$ cat config.mk
export PLATFORM = sky130hd
export DESIGN_NAME = ps2_host_tx_flat
export DESIGN_NICKNAME = d
export VERILOG_FILES = /design/src/rtl/ps2_defs.sv /design/src/rtl/ps2_host_tx_if.sv /design/src/rtl/ps2_edge_sync.sv /design/src/rtl/ps2_host_tx.sv /design/src/flat_wrapper.sv
export SDC_FILE = /design/constraint.sdc
export NUM_CORES = 1
export LEC_CHECK = 0
export ABC_AREA = 1
export BUFFER_PORTS_ARGS = -buffer_cell sky130_fd_sc_hd__buf_2
export CORE_ASPECT_RATIO = 0.7
export CORE_MARGIN = 2
export CORE_UTILIZATION = 55
export DETAILED_ROUTE_END_ITERATION = 16
export PLACE_DENSITY_LB_ADDON = 0.08
export SLEW_MARGIN = 20
export SYNTH_ARGS = -nofsm -noshare
export SYNTH_HDL_FRONTEND = slang
export SYNTH_HIERARCHICAL = 1
export SYNTH_SLANG_ARGS = --single-unit
export TNS_END_PERCENT = 50
$ cat constraint.sdc
create_clock -name clock -period 4.76 [get_ports clock]
set_input_delay 0.476 -clock clock [delete_from_list [all_inputs] [get_ports clock]]
set_output_delay 0.476 -clock clock [all_outputs]
set_load 0.02 [all_outputs]
$ cat src/rtl/ps2_defs.sv
// ps2_defs: shared PS/2 state encodings, command/response codes and frame builder
package ps2_defs;
  typedef enum logic [2:0] {IDLE, INHIBIT, SHIFT, ACK, WAIT_IDLE, ERROR} ps2_state_e;
  localparam logic [7:0] CMD_SET_LEDS = 8'hED;
  localparam logic [7:0] CMD_RESET = 8'hFF;
  localparam logic [7:0] CMD_ENABLE = 8'hF4;
  localparam logic [7:0] RSP_ACK = 8'hFA;
  localparam logic [7:0] RSP_RESEND = 8'hFE;
  // Bit 0 goes out first: start(0), data LSB first, odd parity, stop(1)
  function automatic logic [10:0] ps2_frame(input logic [7:0] d);
    return {1'b1, ~^d, d, 1'b0};
  endfunction
endpackage

$ cat src/rtl/ps2_host_tx_if.sv
// ps2_host_tx_if: command handshake plus PS/2 open-drain line sense/drive signals
interface ps2_host_tx_if;
  logic [7:0] tx_data;
  logic tx_valid;
  logic tx_ready;
  logic tx_done;
  logic tx_error;
  logic ps2_clk_in;
  logic ps2_dat_in;
  logic ps2_clk_oe;
  logic ps2_dat_oe;
  modport master (
    output tx_data, tx_valid, ps2_clk_in, ps2_dat_in,
    input tx_ready, tx_done, tx_error, ps2_clk_oe, ps2_dat_oe
  );
  modport slave (
    input tx_data, tx_valid, ps2_clk_in, ps2_dat_in,
    output tx_ready, tx_done, tx_error, ps2_clk_oe, ps2_dat_oe
  );
endinterface

$ cat src/rtl/ps2_edge_sync.sv
// ps2_edge_sync: SYNC_STAGES-deep synchronizer with falling-edge detect on the synced line
module ps2_edge_sync #(
  parameter int SYNC_STAGES = 2
) (
  input  logic clock,
  input  logic reset,
  input  logic din,
  output logic dout,
  output logic fall
);
  logic [SYNC_STAGES-1:0] sync_q, sync_d;
  logic prev_q, prev_d;
  always_comb begin
    sync_d = {sync_q[SYNC_STAGES-2:0], din};
    prev_d = sync_q[SYNC_STAGES-1];
  end
  // Idle PS/2 lines float high, so reset to 1 to avoid a false edge
  always_ff @(posedge clock) begin
    if (reset) begin
      sync_q <= '1;
      prev_q <= 1'b1;
    end else begin
      sync_q <= sync_d;
      prev_q <= prev_d;
    end
  end
  assign dout = sync_q[SYNC_STAGES-1];
  assign fall = prev_q & ~dout;
endmodule

$ cat src/rtl/ps2_host_tx.sv
// ps2_host_tx: PS/2 host-to-device command transmitter (request-to-send, shift, ACK check).
// Define PS2_TX_RETRY_EN to retry a NACKed or timed-out byte once before flagging tx_error.
module ps2_host_tx
  import ps2_defs::*;
#(
  parameter int INHIBIT_CYCLES = 5000,
  parameter int TIMEOUT_CYCLES = 1000000,
  parameter int SYNC_STAGES = 2
) (
  input logic clock,
  input logic reset,
  ps2_host_tx_if.slave bus
);
  localparam int CNT_MAX = TIMEOUT_CYCLES > INHIBIT_CYCLES ? TIMEOUT_CYCLES : INHIBIT_CYCLES;
  localparam int CW = $clog2(CNT_MAX + 1);
  localparam logic [CW-1:0] INH_LAST = CW'(INHIBIT_CYCLES - 1);
  localparam logic [CW-1:0] INH_START = CW'(INHIBIT_CYCLES - INHIBIT_CYCLES / 10);
  localparam logic [CW-1:0] TMO_LAST = CW'(TIMEOUT_CYCLES - 1);
  localparam logic [CW-1:0] TMO_MAX = CW'(TIMEOUT_CYCLES);
  ps2_state_e state_q, state_d;
  logic [7:0] data_q, data_d;
  logic [10:0] sh_q, sh_d;
  logic [3:0] bit_cnt_q, bit_cnt_d;
  logic [CW-1:0] cnt_q, cnt_d;
  logic done_q, done_d;
  logic clk_s, clk_fall, dat_s, dat_fall_unused, fail;
`ifdef PS2_TX_RETRY_EN
  logic retry_q, retry_d;
`endif
  ps2_edge_sync #(.SYNC_STAGES(SYNC_STAGES)) u_clk_sync (
    .clock(clock), .reset(reset), .din(bus.ps2_clk_in), .dout(clk_s), .fall(clk_fall)
  );
  ps2_edge_sync #(.SYNC_STAGES(SYNC_STAGES)) u_dat_sync (
    .clock(clock), .reset(reset), .din(bus.ps2_dat_in), .dout(dat_s), .fall(dat_fall_unused)
  );
  always_comb begin
    state_d = state_q;
    data_d = data_q;
    sh_d = sh_q;
    bit_cnt_d = bit_cnt_q;
    cnt_d = cnt_q == TMO_MAX ? cnt_q : cnt_q + CW'(1);
    done_d = 1'b0;
    fail = 1'b0;
`ifdef PS2_TX_RETRY_EN
    retry_d = retry_q;
`endif
    case (state_q)
      IDLE: if (bus.tx_valid) begin
        state_d = INHIBIT;
        data_d = bus.tx_data;
        bit_cnt_d = '0;
        cnt_d = '0;
`ifdef PS2_TX_RETRY_EN
        retry_d = 1'b0;
`endif
      end
      INHIBIT: if (cnt_q == INH_LAST) begin
        state_d = SHIFT;
        sh_d = ps2_frame(data_q);
        bit_cnt_d = '0;
        cnt_d = '0;
      end
      SHIFT: if (clk_fall) begin
        sh_d = {1'b1, sh_q[10:1]};
        bit_cnt_d = bit_cnt_q + 4'd1;
        state_d = bit_cnt_q == 4'd9 ? ACK : SHIFT;
      end
      ACK: if (clk_fall) begin
        fail = dat_s;
        state_d = dat_s ? ACK : WAIT_IDLE;
      end
      WAIT_IDLE: if (clk_s && dat_s) begin
        state_d = IDLE;
        done_d = 1'b1;
      end
      default: state_d = IDLE;
    endcase
    // Clock-release-to-ACK watchdog covers the whole device-clocked phase
    if ((state_q == SHIFT || state_q == ACK || state_q == WAIT_IDLE) && cnt_q == TMO_LAST) fail = 1'b1;
    if (fail) begin
`ifdef PS2_TX_RETRY_EN
      state_d = retry_q ? ERROR : INHIBIT;
      retry_d = 1'b1;
      cnt_d = '0;
`else
      state_d = ERROR;
`endif
      done_d = 1'b0;
    end
  end
  always_ff @(posedge clock) begin
    if (reset) begin
      state_q <= IDLE;
      data_q <= '0;
      sh_q <= '1;
      bit_cnt_q <= '0;
      cnt_q <= '0;
      done_q <= 1'b0;
`ifdef PS2_TX_RETRY_EN
      retry_q <= 1'b0;
`endif
    end else begin
      state_q <= state_d;
      data_q <= data_d;
      sh_q <= sh_d;
      bit_cnt_q <= bit_cnt_d;
      cnt_q <= cnt_d;
      done_q <= done_d;
`ifdef PS2_TX_RETRY_EN
      retry_q <= retry_d;
`endif
    end
  end
  always_comb begin
    bus.tx_ready = state_q == IDLE && !reset;
    bus.tx_done = done_q;
    bus.tx_error = state_q == ERROR;
    bus.ps2_clk_oe = state_q == INHIBIT;
    bus.ps2_dat_oe = state_q == INHIBIT ? cnt_q >= INH_START : state_q == SHIFT && !sh_q[0];
  end
endmodule
$ cat src/flat_wrapper.sv
// flat-port wrapper written by rule: the top's interface ports become plain ports
module ps2_host_tx_flat import ps2_defs::*;
#(
  parameter int INHIBIT_CYCLES = 5000,
  parameter int TIMEOUT_CYCLES = 1000000,
  parameter int SYNC_STAGES = 2
)
  (clock, reset, bus_tx_data, bus_tx_valid, bus_ps2_clk_in, bus_ps2_dat_in, bus_tx_ready, bus_tx_done, bus_tx_error, bus_ps2_clk_oe, bus_ps2_dat_oe);
  ps2_host_tx_if bus_i ();
  input logic clock;
  input logic reset;
  input wire logic [$bits(bus_i.tx_data)-1:0] bus_tx_data;
  input wire logic [$bits(bus_i.tx_valid)-1:0] bus_tx_valid;
  input wire logic [$bits(bus_i.ps2_clk_in)-1:0] bus_ps2_clk_in;
  input wire logic [$bits(bus_i.ps2_dat_in)-1:0] bus_ps2_dat_in;
  output wire logic [$bits(bus_i.tx_ready)-1:0] bus_tx_ready;
  output wire logic [$bits(bus_i.tx_done)-1:0] bus_tx_done;
  output wire logic [$bits(bus_i.tx_error)-1:0] bus_tx_error;
  output wire logic [$bits(bus_i.ps2_clk_oe)-1:0] bus_ps2_clk_oe;
  output wire logic [$bits(bus_i.ps2_dat_oe)-1:0] bus_ps2_dat_oe;
  assign bus_i.tx_data = bus_tx_data;
  assign bus_i.tx_valid = bus_tx_valid;
  assign bus_i.ps2_clk_in = bus_ps2_clk_in;
  assign bus_i.ps2_dat_in = bus_ps2_dat_in;
  assign bus_tx_ready = bus_i.tx_ready;
  assign bus_tx_done = bus_i.tx_done;
  assign bus_tx_error = bus_i.tx_error;
  assign bus_ps2_clk_oe = bus_i.ps2_clk_oe;
  assign bus_ps2_dat_oe = bus_i.ps2_dat_oe;
  ps2_host_tx #(.INHIBIT_CYCLES(INHIBIT_CYCLES), .TIMEOUT_CYCLES(TIMEOUT_CYCLES), .SYNC_STAGES(SYNC_STAGES)) u_core (.clock(clock), .reset(reset), .bus(bus_i));
endmodule
==> results of run 1 <==
-- flip-flops by register name (all words and copies together) (netlist names) --
name                      cells
u_core/bit_cnt_q              4
u_core/bus.tx_done            1
u_core/cnt_q                 20
u_core/data_q                 8
u_core/sh_q                  10
u_core/state_q                3
u_core/u_clk_sync/prev_q      1
u_core/u_clk_sync/sync_q      2
u_core/u_dat_sync/sync_q      2
-- power by group through the flow --
stage / clock network (mW) / registers [mW] / logic (mW)
floorplan: 0 / 0.560 / 0.457
global placement: 0 / 0.578 / 0.521
detailed placement: 0 / 0.578 / 0.523
CTS: 0.304 / 0.568 / 0.527
global route: 0.323 / 0.580 / 0.602
finish: 0.296 / 0.569 / 0.529
-- final cells by class --
type                            instances  area (µm²)  share of cell area
Tap cell                               57        71.3              0.0248
Sequential cell                        51        1020               0.356
Multi-Input combinational cell        263        1370               0.477
Clock buffer                            5        68.8              0.0240
Timing Repair Buffer                   17        85.1              0.0296
Inverter                               58         218              0.0759
Clock inverter                          2        37.5              0.0131
-- worst max path at each step --
stage,startpoint,to,cells after the start
4_1_cts,u_core/cnt_q[2],bus_ps2_dat_oe,7
2_1_floorplan,u_core/state_q[2],bus_ps2_dat_oe,6
3_3_place_gp,u_core/cnt_q[1],u_core/cnt_q[18],10
6_report,u_core/cnt_q[4],bus_ps2_dat_oe,7
5_1_grt,u_core/cnt_q[0],u_core/cnt_q[18],10
3_5_place_dp,u_core/cnt_q[1],u_core/cnt_q[18],10
-- layer usage --
layer  GRT usage  part of all wire  up-vias
met2       0.268              0.39       43
met3      0.0439             0.043        4
met4      0.0596            0.0083        0
met5           0                 0        -
li1            -                 -     1247
met1       0.346              0.56     1023
-- tightest hold or removal path, cell delays in order --
cell and delay, ns:
sky130_fd_sc_hd__buf_2 0.07, sky130_fd_sc_hd__inv_1 0.03, sky130_fd_sc_hd__nand2_1 0.04
==> results.tsv, run 1 <==
metric	value	unit
run_status	completed	
layout-area-overhead-vs-synth	7.65	%
grt_setup_unrepaired	no	
vias_per_cell	5.11	
hold_path_end	u_core/u_clk_sync/sync_q[0]	
place.detailed.instances	446	
count_of_yosys_warnings_during_synthesis	6	
crit_path_top_delay_cell	sky130_fd_sc_hd__dfxtp_1	
p_clk_frac	0.212	
ioPinCount	18	
path_delay_family	compound AO/OA/AOI/OAI gates	
cts_post_setup_buffers_inserted	0	
min_path_type	in2reg	
max_stage_delay	0.39	ns
r2r_end	u_core/state_q[2]	
timing.critical_path.buf_inv	2	
cts-htree-levels	2	
hold-path-cell-count	3	
route.detailed.wl_per_inst	11.7	µm
fin_util	0.607	
floorplan.die.height	62.3	µm
gpl_wtd_cong	0.889	
r2r-start	u_core/cnt_q[0]	
layout_nets	413	
layout_commonest_cell	sky130_fd_sc_hd__nand2_1	
n_antenna_cell	0	
switching_share	0.397	
worst_slew_margin_rel	0.615	
dp_hpwl	4000	µm
worst_slew_pin_slew	0.574	ns
setup_ws_pre_cts	2.74	ns
fin_cells	453	
clk_pin_slew_worst_paths	0.09	ns
hold_start	bus_ps2_clk_in	
cts_root_buffer	sky130_fd_sc_hd__clkbuf_8	
drtAntennaViolNets	0	
core-area	4730	µm²
p_int	0.841	mW
mappedNetlistArea	2670	µm²
fp.dieArea	5430	µm²
initial_antenna_violation_count	0	
final.fill_count	431	
cp_data_required_time	4.28	ns
r2r_depth	10	
post_cts.resized_instances	0	
drt-initial-drc-count	182	
combinationalPowerShare	0.380	
slew_violations	0	
sequentialPowerShare	0.408	
syn_nets	398	
vdd_ir_drop_max	253	µV
synthesis.instances	381	
final_hold_viol_count	0	
max_cap_viol_count	0	
fin_worst_skew	0.00486	ns
deepest_clock_path_buffer_count	2	
vias	2317	
drt_pass_1_iters	4	
timing.reg2reg.setup_slack	2.69	ns
detail_route.drc_violations	0	
number_of_buffers_inserted_by_hold_repair_at_cts	0	
cts-buffers-inserted	5	
drive_above_1_share	0.0960	
grt_pass1_vias	1920	
finalWorstSetupSlack	2.60	ns
critical_path.cell_chain	inv_1, nor2_1, nor3_1, o21ai_0, a21boi_0, o22ai_1, buf_2	
setup-violations-final	0	
end_kind	output pin	
p_leak	1.22	nW
finalCritPeriodShare	0.454	
floorplan.die.width	87.2	µm
cp.arrival	1.69	ns
achievable-frequency	462	MHz
switching_power	0.553	mW
syn_area_per_cell	7.00	µm²
critical_path_peak_fanout	4	
clkSinkCount	51	
setup.worst_path.class	reg2out	
grt_pass1_wl	9000	µm
tritoncts	yes	
finalWirelength	5310	µm
postLayoutCellArea	2870	µm²
critical_path.startpoint_type	flip-flop	
finalSetupTns	0	ns
layout.cells.most_common_list	sky130_fd_sc_hd__nand2_1, sky130_fd_sc_hd__nor2_1, sky130_fd_sc_hd__inv_1	
postPlaceCellArea	2760	µm²
power.density	485	nW/µm²
hold_slack	0.347	ns
grt_start_max_net_pins	19	
start_util	0.564	
grt_util_all_layers	0.210	
layout_min_cycle_time	2.16	ns
grt_remaining_overflow	0	
rows	21	
place.port_buffers	17	
power	1.39	mW
clock_latency	0.30	ns
Power figures use the tool's default switching activity.
==> run 2, diff against run 1 <==
clock period = 2.19 ns   (was 4.76 ns; I/O delays follow)
==> results.tsv, run 2 (synthesis results as in run 1) <==
metric	value	unit	change
critical_path.startpoint_type	flip-flop		unchanged
drt_pass_1_iters	4		unchanged
vdd_ir_drop_max	577	µV	was 253 µV
fin_cells	455		was 453
p_leak	1.23	nW	was 1.22 nW
layout_min_cycle_time	1.95	ns	
initial_antenna_violation_count	0		unchanged
finalWirelength	5470	µm	was 5310 µm
grt_pass1_wl	9500	µm	was 9000 µm
place.port_buffers	17		unchanged
grt_setup_unrepaired	no		unchanged
hold-path-cell-count	3		unchanged
cts-buffers-inserted	5		unchanged
drt-initial-drc-count	135		was 182
critical_path_peak_fanout	4		unchanged
dp_hpwl	4080	µm	was 4000 µm
vias_per_cell	5.07		was 5.11
cp.arrival	2.16	ns	was 1.69 ns
fin_util	0.610		was 0.607
floorplan.die.width	87.2	µm	unchanged
cp_data_required_time	2.40	ns	was 4.28 ns
floorplan.die.height	62.3	µm	unchanged
finalSetupTns	0	ns	unchanged
ioPinCount	18		unchanged
clk_pin_slew_worst_paths	0.09	ns	about the same
clock_latency	0.31	ns	was 0.30 ns
hold_slack	0.0807	ns	was 0.347 ns
worst_slew_pin_slew	0.402	ns	was 0.574 ns
core-area	4730	µm²	unchanged
fin_worst_skew	0.00407	ns	was 0.00486 ns
achievable-frequency	514	MHz	
cts_post_setup_buffers_inserted	0		unchanged
largest_register	u_core/cnt_q		unchanged
fp.dieArea	5430	µm²	unchanged
power.density	1050	nW/µm²	was 485 nW/µm²
layout_commonest_cell	sky130_fd_sc_hd__nand2_1		unchanged
start_util	0.564		unchanged
setup.worst_path.class	reg2reg		was reg2out
largest_registers	u_core/cnt_q x20, u_core/sh_q x10, u_core/data_q x8		unchanged
drive_above_1_share	0.101		was 0.0960
deepest_clock_path_buffer_count	2		unchanged
cts_root_buffer	sky130_fd_sc_hd__clkbuf_8		unchanged
slew_violations	0		unchanged
detail_route.drc_violations	0		unchanged
min_path_type	in2reg		unchanged
final_hold_viol_count	0		unchanged
max_ffs_per_register	20		unchanged
grt_start_max_net_pins	19		unchanged
worst_slew_margin_rel	0.729		was 0.615
gpl_wtd_cong	0.890		was 0.889
power	3.04	mW	was 1.39 mW
layout.cells.most_common_list	sky130_fd_sc_hd__nand2_1, sky130_fd_sc_hd__nor2_1, sky130_fd_sc_hd__inv_1		unchanged
finalCritPeriodShare	0.889		
drtAntennaViolNets	0		unchanged
route.detailed.wl_per_inst	12.0	µm	was 11.7 µm
layout-area-overhead-vs-synth	8.17	%	was 7.65%
grt_util_all_layers	0.222		was 0.210
clkSinkCount	51		unchanged
n_antenna_cell	0		unchanged
cts-htree-levels	2		unchanged
vias	2307		was 2317
place.detailed.instances	448		was 446
tritoncts	yes		unchanged
end_kind	flip-flop		was output pin
rows	21		unchanged
layout_nets	415		was 413
grt_pass1_vias	1986		was 1920
run_status	completed		unchanged
r2r_depth	10		unchanged
setup-violations-final	0		unchanged
max_cap_viol_count	0		unchanged
grt_remaining_overflow	0		unchanged
run 2: cell count changes in the layout (fill, tap and decap cells not counted):
cell	previous run	this run
sky130_fd_sc_hd__buf_4	0	2
sky130_fd_sc_hd__clkinvlp_4	1	0
sky130_fd_sc_hd__clkbuf_1	0	1
sky130_fd_sc_hd__nor2_2	3	4
sky130_fd_sc_hd__nor2_1	59	58
run 2: layer usage:
layer	vias up	part of all wire	GRT usage
li1	1249	-	-
met3	7	0.033	0.0519
met2	25	0.39	0.286
met1	1026	0.56	0.357
met5	-	0	0
met4	0	0.014	0.0692
run 2: critical path, stage by stage, from the launching register on:
cell,delay (ns)
sky130_fd_sc_hd__dfxtp_1,0.38
sky130_fd_sc_hd__ha_1,0.22
sky130_fd_sc_hd__nand3_1,0.11
sky130_fd_sc_hd__nor2_1,0.22
sky130_fd_sc_hd__nand3_1,0.15
sky130_fd_sc_hd__o21ai_0,0.30
sky130_fd_sc_hd__inv_1,0.11
sky130_fd_sc_hd__nand2_1,0.14
sky130_fd_sc_hd__nand3_1,0.09
sky130_fd_sc_hd__nand2_1,0.08
sky130_fd_sc_hd__nor2_1,0.04
run 2: final cells by class:
type / count / area (µm²)
clock inverter: 1 / 30.0
sequential: 51 / 1020
multi-input combinational: 263 / 1370
fill: 447 / 1850
inverter: 58 / 218
timing repair buffer: 19 / 100
clock buffer: 6 / 72.6
tap: 57 / 71.3
run 2: stage by stage:
stage,instance area [µm²],worst slack (ns)
3_3_place_gp,2780,0.262
5_1_grt,2880,0.0225
3_5_place_dp,2780,0.239
4_1_cts,2880,0.221
2_1_floorplan,2670,0.423
6_report,2880,0.243
run 2: worst paths after layout:
path | slack, ns | startpoint | to
hold reg to reg | 0.41 | u_core/u_dat_sync/sync_q[0] | u_core/u_dat_sync/sync_q[1]
setup / recovery | 0.24 | u_core/cnt_q[1] | u_core/state_q[0]
hold / removal | 0.08 | bus_ps2_dat_in | u_core/u_dat_sync/sync_q[0]
setup reg to reg | 0.24 | u_core/cnt_q[1] | u_core/state_q[0]
run 2: report_power, final:
group	leakage, nW	internal (mW)	total (mW)	switching, mW
Sequential	0.416	1.10	1.23	0.126
Clock	0.0513	0.335	0.641	0.306
Combinational	0.762	0.397	1.17	0.771
run 2: what timing repair did:
| action | in CTS | in global routing |
|---|---|---|
| resized for setup | 0 | 1 |
| hold buffers | 0 | 0 |
| endpoints found under the setup margin | 0 | 1 |
==> run 3, diff against run 2 <==
HOLD_SLACK_MARGIN = 0.12   (was not set)
==> results.tsv, run 3 (synthesis results as in run 1) <==
metric	value	unit	change
timing.reg2reg.setup_slack	0.23	ns	was 0.24 ns
r2r-start	u_core/cnt_q[1]		unchanged
postLayoutCellArea	2900	µm²	was 2880 µm²
fin_worst_skew	0.00480	ns	was 0.00407 ns
met2_length	2170	µm	was 2140 µm
route.detailed.wl_per_inst	12.1	µm	was 12.0 µm
layout-area-overhead-vs-synth	8.92	%	was 8.17%
detail_route.drc_violations	0		unchanged
route.top_layer_used	met4		unchanged
dp_hpwl	4080	µm	unchanged
ioPinCount	18		unchanged
clkSinkCount	51		unchanged
r2r_depth	10		unchanged
layout_commonest_cell	sky130_fd_sc_hd__nand2_1		unchanged
min_path_type	in2reg		unchanged
max_ffs_per_register	20		unchanged
drt_pass_1_iters	4		unchanged
r2r_end	u_core/state_q[0]		unchanged
power.density	1050	nW/µm²	about the same
critical_path.startpoint_type	flip-flop		unchanged
cts-buffers-inserted	5		unchanged
initial_antenna_violation_count	0		unchanged
achievable-frequency	510	MHz	was 514 MHz
grt_pass1_vias	1995		was 1986
wl_met1	3110	µm	was 3070 µm
gpl_wtd_cong	0.890		unchanged
largest_registers	u_core/cnt_q x20, u_core/sh_q x10, u_core/data_q x8		unchanged
setup.worst_path.class	reg2reg		unchanged
cp_data_required_time	2.40	ns	about the same
worst_slew_pin_slew	0.402	ns	about the same
deepest_clock_path_buffer_count	2		unchanged
clock_latency	0.31	ns	about the same
vias_per_cell	5.07		about the same
final_hold_viol_count	0		unchanged
start_util	0.564		unchanged
core-area	4730	µm²	unchanged
largest_register	u_core/cnt_q		unchanged
drt-initial-drc-count	118		was 135
p_leak	1.24	nW	was 1.23 nW
layout_nets	417		was 415
critical_path.endpoint	u_core/state_q[0]		unchanged
cts_root_buffer	sky130_fd_sc_hd__clkbuf_8		unchanged
max_cap_viol_count	0		unchanged
cts-htree-levels	2		unchanged
drive_above_1_share	0.100		was 0.101
grt_util_all_layers	0.222		about the same
vias	2319		was 2307
finalWirelength	5530	µm	was 5470 µm
finalSetupTns	0	ns	unchanged
drtAntennaViolNets	0		unchanged
startpoint	u_core/cnt_q[1]		unchanged
slew_violations	0		unchanged
cts_post_setup_buffers_inserted	0		unchanged
floorplan.die.height	62.3	µm	unchanged
grt_pass1_wl	9520	µm	was 9500 µm
worst_slew_margin_rel	0.729		about the same
grt_start_max_net_pins	19		unchanged
postPlaceCellArea	2780	µm²	unchanged
vdd_ir_drop_max	652	µV	was 577 µV
total_area_of_multi_input_combinational_cells	1370	µm²	unchanged
n_antenna_cell	0		unchanged
clk_pin_slew_worst_paths	0.09	ns	about the same
routed_length_on_met3	177	µm	was 183 µm
place.port_buffers	17		unchanged
run_status	completed		unchanged
end_kind	flip-flop		unchanged
critical_path_peak_fanout	4		unchanged
layout_min_cycle_time	1.96	ns	was 1.95 ns
grt_remaining_overflow	0		unchanged
rows	21		unchanged
layout.cells.most_common_list	sky130_fd_sc_hd__nand2_1, sky130_fd_sc_hd__nor2_1, sky130_fd_sc_hd__inv_1		unchanged
cp.arrival	2.17	ns	was 2.16 ns
setup-violations-final	0		unchanged
tritoncts	yes		unchanged
final.fill_count	444		was 447
fp.dieArea	5430	µm²	unchanged
register_area	1020	µm²	unchanged
floorplan.die.width	87.2	µm	unchanged
finalCritPeriodShare	0.896		was 0.889
grt_setup_unrepaired	no		unchanged
## run 3: report_power, final
part / switching, mW / internal (mW)
Combinational: 0.775 / 0.399
Clock: 0.306 / 0.335
Sequential: 0.126 / 1.10
## run 3: timing repair
action | CTS | global route
hold buffers | 2 | 0
gates resized for setup | 0 | 1
endpoints found under the hold margin | 2 | 0
endpoints found under the setup margin | 0 | 1
## run 3: worst max-delay path, cell delays in order (launching register included)
cell	delay [ns]
sky130_fd_sc_hd__dfxtp_1	0.38
sky130_fd_sc_hd__ha_1	0.23
sky130_fd_sc_hd__nand3_1	0.11
sky130_fd_sc_hd__nor2_1	0.23
sky130_fd_sc_hd__nand3_1	0.16
sky130_fd_sc_hd__o21ai_0	0.30
sky130_fd_sc_hd__inv_1	0.11
sky130_fd_sc_hd__nand2_1	0.14
sky130_fd_sc_hd__nand3_1	0.09
sky130_fd_sc_hd__nand2_1	0.08
sky130_fd_sc_hd__nor2_1	0.04
## run 3: area by class of cell
type / count / area share
Inverter: 58 / 0.0750
Clock inverter: 1 / 0.0103
Sequential cell: 51 / 0.352
Multi-Input combinational cell: 263 / 0.472
Timing Repair Buffer: 21 / 0.0414
Tap cell: 57 / 0.0246
Clock buffer: 6 / 0.0250
## run 3: worst min-delay path by stage
| stage | cells past startpoint | start | to |
|---|---|---|---|
| 5_1_grt | 3 | bus_tx_data[6] | u_core/data_q[6] |
| 4_1_cts | 3 | bus_tx_data[3] | u_core/data_q[3] |
| 3_3_place_gp | 2 | u_core/u_dat_sync/sync_q[0] | u_core/u_dat_sync/sync_q[1] |
| 2_1_floorplan | 2 | bus_ps2_dat_in | u_core/u_dat_sync/sync_q[0] |
| 3_5_place_dp | 2 | u_core/u_dat_sync/sync_q[0] | u_core/u_dat_sync/sync_q[1] |
| 6_report | 3 | bus_tx_data[3] | u_core/data_q[3] |
## run 3: metrics by stage
step / power (mW) / hold slack [ns] / setup slack (ns) / std cells / utilization
6_report: 3.04 / 0.171 / 0.227 / 457 / 0.614
4_1_cts: 3.06 / 0.167 / 0.221 / 457 / 0.613
3_5_place_dp: 2.41 / 0.390 / 0.239 / 448 / 0.588
3_3_place_gp: 2.40 / 0.384 / 0.262 / 448 / 0.588
5_1_grt: 3.31 / 0.168 / 0.0225 / 457 / 0.614
2_1_floorplan: 2.21 / 0.311 / 0.423 / 381 / -
## run 3: per-layer routing
layer / GRT usage / up-vias
met5: 0 / -
met4: 0.0692 / 0
met3: 0.0519 / 7
met2: 0.286 / 26
met1: 0.358 / 1032
li1: - / 1254
